**config.mk**
```make
export PLATFORM = sky130hd
export DESIGN_NAME = regfile_wb_arbiter
export DESIGN_NICKNAME = d
export VERILOG_FILES = /design/src/rtl/regfile_wb_arbiter.sv
export SDC_FILE = /design/constraint.sdc
export NUM_CORES = 1
export LEC_CHECK = 0
export ABC_AREA = 1
export ABC_CLOCK_PERIOD_IN_PS = 5020
export CORE_UTILIZATION = 41
export DETAILED_ROUTE_END_ITERATION = 7
export HOLD_SLACK_MARGIN = 0.08
export PLACE_DENSITY = 0.85
export SLEW_MARGIN = 20
export SYNTH_ARGS = -nofsm -noshare
export SYNTH_HDL_FRONTEND = slang
export SYNTH_SLANG_ARGS = --single-unit
export TNS_END_PERCENT = 10
```
**constraint.sdc**
```tcl
create_clock -name clk -period 5.02 [get_ports clk]
set_input_delay 1.255 -clock clk [delete_from_list [all_inputs] [get_ports clk]]
set_output_delay 1.255 -clock clk [all_outputs]
set_load 0.005 [all_outputs]
```
**src/rtl/regfile_wb_arbiter.sv**
```systemverilog
// Register-file writeback arbiter: round-robin grant among NUM_REQ writeback
// requesters, with one registered write port (WE3/A3/WD3) and a saturating
// count of requesters that lost arbitration.
// Optional feature macro RF_CLEAR_EN: after reset, sweep x1..x31 to zero
// before entering RUN.
module regfile_wb_arbiter #(
  parameter int unsigned NUM_REQ = 3,
  parameter int unsigned XLEN    = 32
) (
  input  logic                    clk,
  input  logic                    rst,
  input  logic [NUM_REQ-1:0]      req_valid,
  input  logic [5*NUM_REQ-1:0]    req_addr,
  input  logic [XLEN*NUM_REQ-1:0] req_data,
  output logic [NUM_REQ-1:0]      req_ready,
  output logic                    WE3,
  output logic [4:0]              A3,
  output logic [XLEN-1:0]         WD3,
  output logic                    init_done,
  output logic [15:0]             stall_cnt
);

  localparam int unsigned PtrW = (NUM_REQ > 2) ? 2 : 1;

`ifdef RF_CLEAR_EN
  typedef enum logic {StClear, StRun} state_e;
  localparam state_e StReset = StClear;
`else
  typedef enum logic {StRun} state_e;
  localparam state_e StReset = StRun;
`endif

  state_e            state_q, state_d;
  logic [PtrW-1:0]   ptr_q, ptr_d;
  logic              we_q;
  logic [4:0]        a3_q;
  logic [XLEN-1:0]   wd_q;
  logic [15:0]       stall_q, stall_d;

  logic              run;
  logic              gnt_found;
  logic [PtrW-1:0]   gnt_idx;
  logic [PtrW:0]     scan;
  logic [PtrW-1:0]   idx;
  logic [4:0]        sel_addr;
  logic [XLEN-1:0]   sel_data;
  logic [2:0]        lost;
  logic [16:0]       stall_sum;

`ifdef RF_CLEAR_EN
  logic [4:0]        clr_q;

  // Clear-sweep address counter, starts at x1 after every reset
  always_ff @(posedge clk) begin
    if (rst) begin
      clr_q <= 5'd1;
    end else if (state_q == StClear) begin
      clr_q <= clr_q + 5'd1;
    end
  end
`endif

  // FSM state register
  always_ff @(posedge clk) begin
    if (rst) begin
      state_q <= StReset;
    end else begin
      state_q <= state_d;
    end
  end

  // FSM next state: CLEAR leaves for RUN once x31 has been issued
  always_comb begin
    state_d = state_q;
`ifdef RF_CLEAR_EN
    if (state_q == StClear && clr_q == 5'd31) begin
      state_d = StRun;
    end
`endif
  end

  // FSM outputs: round-robin grant scanning from ptr_q upward with wrap
  always_comb begin
    run       = (state_q == StRun) && !rst;
    init_done = run;
    req_ready = '0;
    gnt_found = 1'b0;
    gnt_idx   = '0;
    scan      = '0;
    idx       = '0;
    for (int k = 0; k < int'(NUM_REQ); k++) begin
      scan = {1'b0, ptr_q} + (PtrW + 1)'(k);
      if (scan >= (PtrW + 1)'(NUM_REQ)) begin
        scan = scan - (PtrW + 1)'(NUM_REQ);
      end
      idx = scan[PtrW-1:0];
      if (run && !gnt_found && req_valid[idx]) begin
        gnt_found      = 1'b1;
        gnt_idx        = idx;
        req_ready[idx] = 1'b1;
      end
    end
  end

  // Granted address/data mux, next pointer and loser count
  always_comb begin
    sel_addr = '0;
    sel_data = '0;
    lost     = '0;
    for (int i = 0; i < int'(NUM_REQ); i++) begin
      if (req_ready[i]) begin
        sel_addr = req_addr[5*i +: 5];
        sel_data = req_data[XLEN*i +: XLEN];
      end
      if (run && req_valid[i] && !req_ready[i]) begin
        lost = lost + 3'd1;
      end
    end
    if (int'(gnt_idx) == int'(NUM_REQ) - 1) begin
      ptr_d = '0;
    end else begin
      ptr_d = gnt_idx + PtrW'(1);
    end
    // Each losing requester counts one stall; clamp instead of wrapping
    stall_sum = {1'b0, stall_q} + {14'd0, lost};
    stall_d   = stall_sum[16] ? 16'hFFFF : stall_sum[15:0];
  end

  // Write port, priority pointer and stall counter
  always_ff @(posedge clk) begin
    if (rst) begin
      we_q    <= 1'b0;
      a3_q    <= '0;
      wd_q    <= '0;
      ptr_q   <= '0;
      stall_q <= '0;
    end else begin
      we_q    <= 1'b0;
      stall_q <= stall_d;
`ifdef RF_CLEAR_EN
      if (state_q == StClear) begin
        we_q <= 1'b1;
        a3_q <= clr_q;
        wd_q <= '0;
      end
`endif
      if (gnt_found) begin
        // x0 writes are accepted but never reach the register file
        we_q  <= (sel_addr != 5'd0);
        a3_q  <= sel_addr;
        wd_q  <= sel_data;
        ptr_q <= ptr_d;
      end
    end
  end

  assign WE3       = we_q;
  assign A3        = a3_q;
  assign WD3       = wd_q;
  assign stall_cnt = stall_q;

endmodule

```
==> results.json <==
{
  "grt-ovfl-total": 0,
  "nFillCells": 693,
  "synthCells": 511,
  "r2r-end": "stall_cnt[10]$_SDFF_PP0_",
  "grt.total_usage_pct": 25.2,
  "synth_edf_count": 0,
  "viasPerCell": 5.20,
  "numClockSinks": 56,
  "fin_worst_skew_ns": 0.0129,
  "cts_root_buf": "clkbuf_8",
  "synth_xor_area_share_pct": 2.05,
  "holdCritPathClass": "reg -> reg",
  "clk_pin_slew_ns": 0.11,
  "rrSetupSlack_ns": 0.74,
  "arrival_ns": 5.02,
  "whs_path_depth": 2,
  "gp_congestion": 0.950,
  "nNetsFinal": 807,
  "critical_path_required_ns": 5.26,
  "postRouteAntennaNets": 0,
  "syn-num-nets": 637,
  "tightest_slew_ns": 0.976,
  "finalSetupTns_ns": 0,
  "synth_cell_types": 30,
  "vias": 4075,
  "layout-drive-gt1-share_pct": 9.38,
  "end_kind": "flip-flop",
  "leakage_nw": 2.33,
  "synth.avg_cell_area_sq_um": 6.70,
  "fp.dieArea_sq_um": 8720,
  "min_to": "WD3[11]$_SDFFE_PP0N_",
  "synth_mux_area_share_pct": 0,
  "period_share_pct": 95.0,
  "vdd_drop_max_uv": 296,
  "die_h_um": 93.4,
  "max_stage_delay_ns": 0.49,
  "rr_startpoint": "ptr_q[0]$_SDFFE_PP0N_",
  "power.density_nw_per_um2": 443,
  "htree_levels": 2,
  "synthAdderAreaFrac_pct": 3.87,
  "cts_buffer_depth": 2,
  "antenna_found_initial": 0,
  "die_x_um": 93.4,
  "layout_min_cycle_time_ns": 4.77,
  "grt_max_degree": 75,
  "drt_iter0_drc": 200,
  "std_cell_rows": 32,
  "final_common_cell": "clkdlybuf4s50_1",
  "port_buffers": 173,
  "antenna_cells": 0,
  "fin_ws_ns": 0.249,
  "wl_per_cell_um": 14.6,
  "synthSimpleGateAreaFrac_pct": 34.2,
  "multi_input_area_sq_um": 1950,
  "maxCapViolations": 0,
  "hold_start": "WD3[11]$_SDFFE_PP0N_",
  "synthFlopType": "dfxtp_1",
  "finalSetupViolations": 0,
  "dr.pass1.iters": 5,
  "async_reset_ff_share_pct": 0,
  "core_sq_um": 7890,
  "worstSetupStartpointType": "primary input",
  "drt-total-wl_mm": 11.5,
  "slowest_stage": "clkdlybuf4s50_1",
  "synth-seq-cells": 56,
  "grt_pass1_vias": 3693,
  "synth_seq_area_share_pct": 32.7,
  "initial_utilization_pct": 43.4,
  "synth_compound_gate_area_share_pct": 15.2,
  "critPathKind": "in -> reg",
  "grt_pass1_wl_mm": 17.6,
  "synth_top_family_by_area": "simple AND/OR/NAND/NOR gates",
  "post-route-util_pct": 68.1,
  "cts-hold-fix-buffers": 0,
  "fmax_mhz": 210,
  "layout_common_cells": "clkdlybuf4s50_1 (172), nand2_1 (133), a21oi_1 (83)",
  "whs_ns": 0.475,
  "cp_max_fo": 3,
  "ys_warn_count": 0,
  "drcViolationCount": 0,
  "numCtsBuffers": 5,
  "cts_tree": "done",
  "pre_cts_ws_ns": -0.158,
  "power_mw": 2.38,
  "path_common_cell": "inv_1",
  "relSlewSlack_pct": 34.5,
  "drv_slew": 0,
  "areaGrowthSynthToFinish_pct": 56.9,
  "hpwl_mm": 8.67,
  "num_io_pins": 174,
  "status": "completed",
  "clock_latency_ns": 0.32,
  "worst_r2r_path_depth": 26,
  "regArea_sq_um": 1120,
  "syn_area_sq_um": 3420,
  "finalHoldViolCount": 0
}
## critical path: cells and delay by family
kind / cells / cell delay (ns)
xor+xnor: 2 / 0.26
fa+ha+maj: 3 / 0.82
simple gates: 10 / 1.21
buf+inv: 10 / 1.15
compound gates: 2 / 0.31
## report_power, final
group / switching, mW / total (mW) / leakage [nW] / internal [mW]
clock network: 0.159 / 0.262 / 0.0463 / 0.103
logic: 0.825 / 1.47 / 1.82 / 0.641
registers: 0.0695 / 0.652 / 0.461 / 0.583
total: 1.05 / 2.38 / 2.33 / 1.33
## per-layer routing
| metal | vias up | part of all wire [%] | GRT usage [%] | routed length (um) |
|---|---|---|---|---|
| met4 | 0 | 1.1 | 5.51 | 127 |
| met2 | 168 | 50 | 46.4 | 5750 |
| li1 | 2013 | - | - | - |
| met3 | 11 | 8.7 | 5.53 | 1000 |
| met1 | 1883 | 40 | 29.7 | 4570 |
| met5 | - | 0 | 0 | 0 |
## cell usage after synthesis, types with 2 or more instances
master      n  area [sq um]
ha_1        9           113
nor3_2      2          20.0
a21oi_1    83           415
o21ai_0    14          70.1
buf_2      10          50.1
inv_1      44           165
nand3_1    68           340
dfxtp_1    56          1120
buf_6       7          78.8
nor3_1      3          15.0
o21ai_1     3          15.0
xnor2_1     4          35.0
nand2_2     6          37.5
nand2_1   134           503
inv_2       6          22.5
nand4_1     7          43.8
nand3_2    11           110
a31oi_1     2          12.5
clkinv_1    2          7.51
clkbuf_1    5          18.8
nor2_1     17          63.8
xor2_1      4          35.0
buf_4       7          52.6
## worst max-delay path by stage
stage	end	startpoint
after CTS	stall_cnt[13]$_SDFF_PP0_	req_valid[2]
after global placement	stall_cnt[13]$_SDFF_PP0_	req_valid[2]
after detailed placement	stall_cnt[13]$_SDFF_PP0_	req_valid[2]
after global routing	stall_cnt[10]$_SDFF_PP0_	req_valid[2]
after floorplan	stall_cnt[13]$_SDFF_PP0_	rst
final	stall_cnt[10]$_SDFF_PP0_	req_valid[2]
## logic make-up (layout without fill, tap and decap cells)
| kind of cell | after synthesis | after routing |
|---|---|---|
| simple gates | 252 | 252 |
| compound gates | 103 | 103 |
| buf+inv | 82 | 253 |
| flops | 56 | 56 |
| fa+ha+maj | 10 | 10 |
| xor+xnor | 8 | 8 |
## timing repair
action                     CTS  global route
buffers inserted             0             2
resized for setup            0            16
setup endpoints to repair    0            16
## registers in the layout, summed over array words and instances, names as in the netlist
register,cells
A3,5
WD3,32
WE3,1
ptr_q,2
stall_cnt,16
## metrics by stage
stage	cell area [sq um]	cells
2_1_floorplan	3420	511
3_3_place_gp	5200	774
3_5_place_dp	5200	774
4_1_cts	5300	782
5_1_grt	5370	784
6_report	5370	784
## layout make-up
type / count / area share (%)
multi-input cells: 373 / 36.3
inverters: 52 / 3.63
clock buffers: 5 / 1.28
flip-flops and latches: 56 / 20.9
clock inverters: 3 / 0.512
repair buffers: 193 / 35.1
well taps: 102 / 2.37
Power figures use the tool's default switching activity.
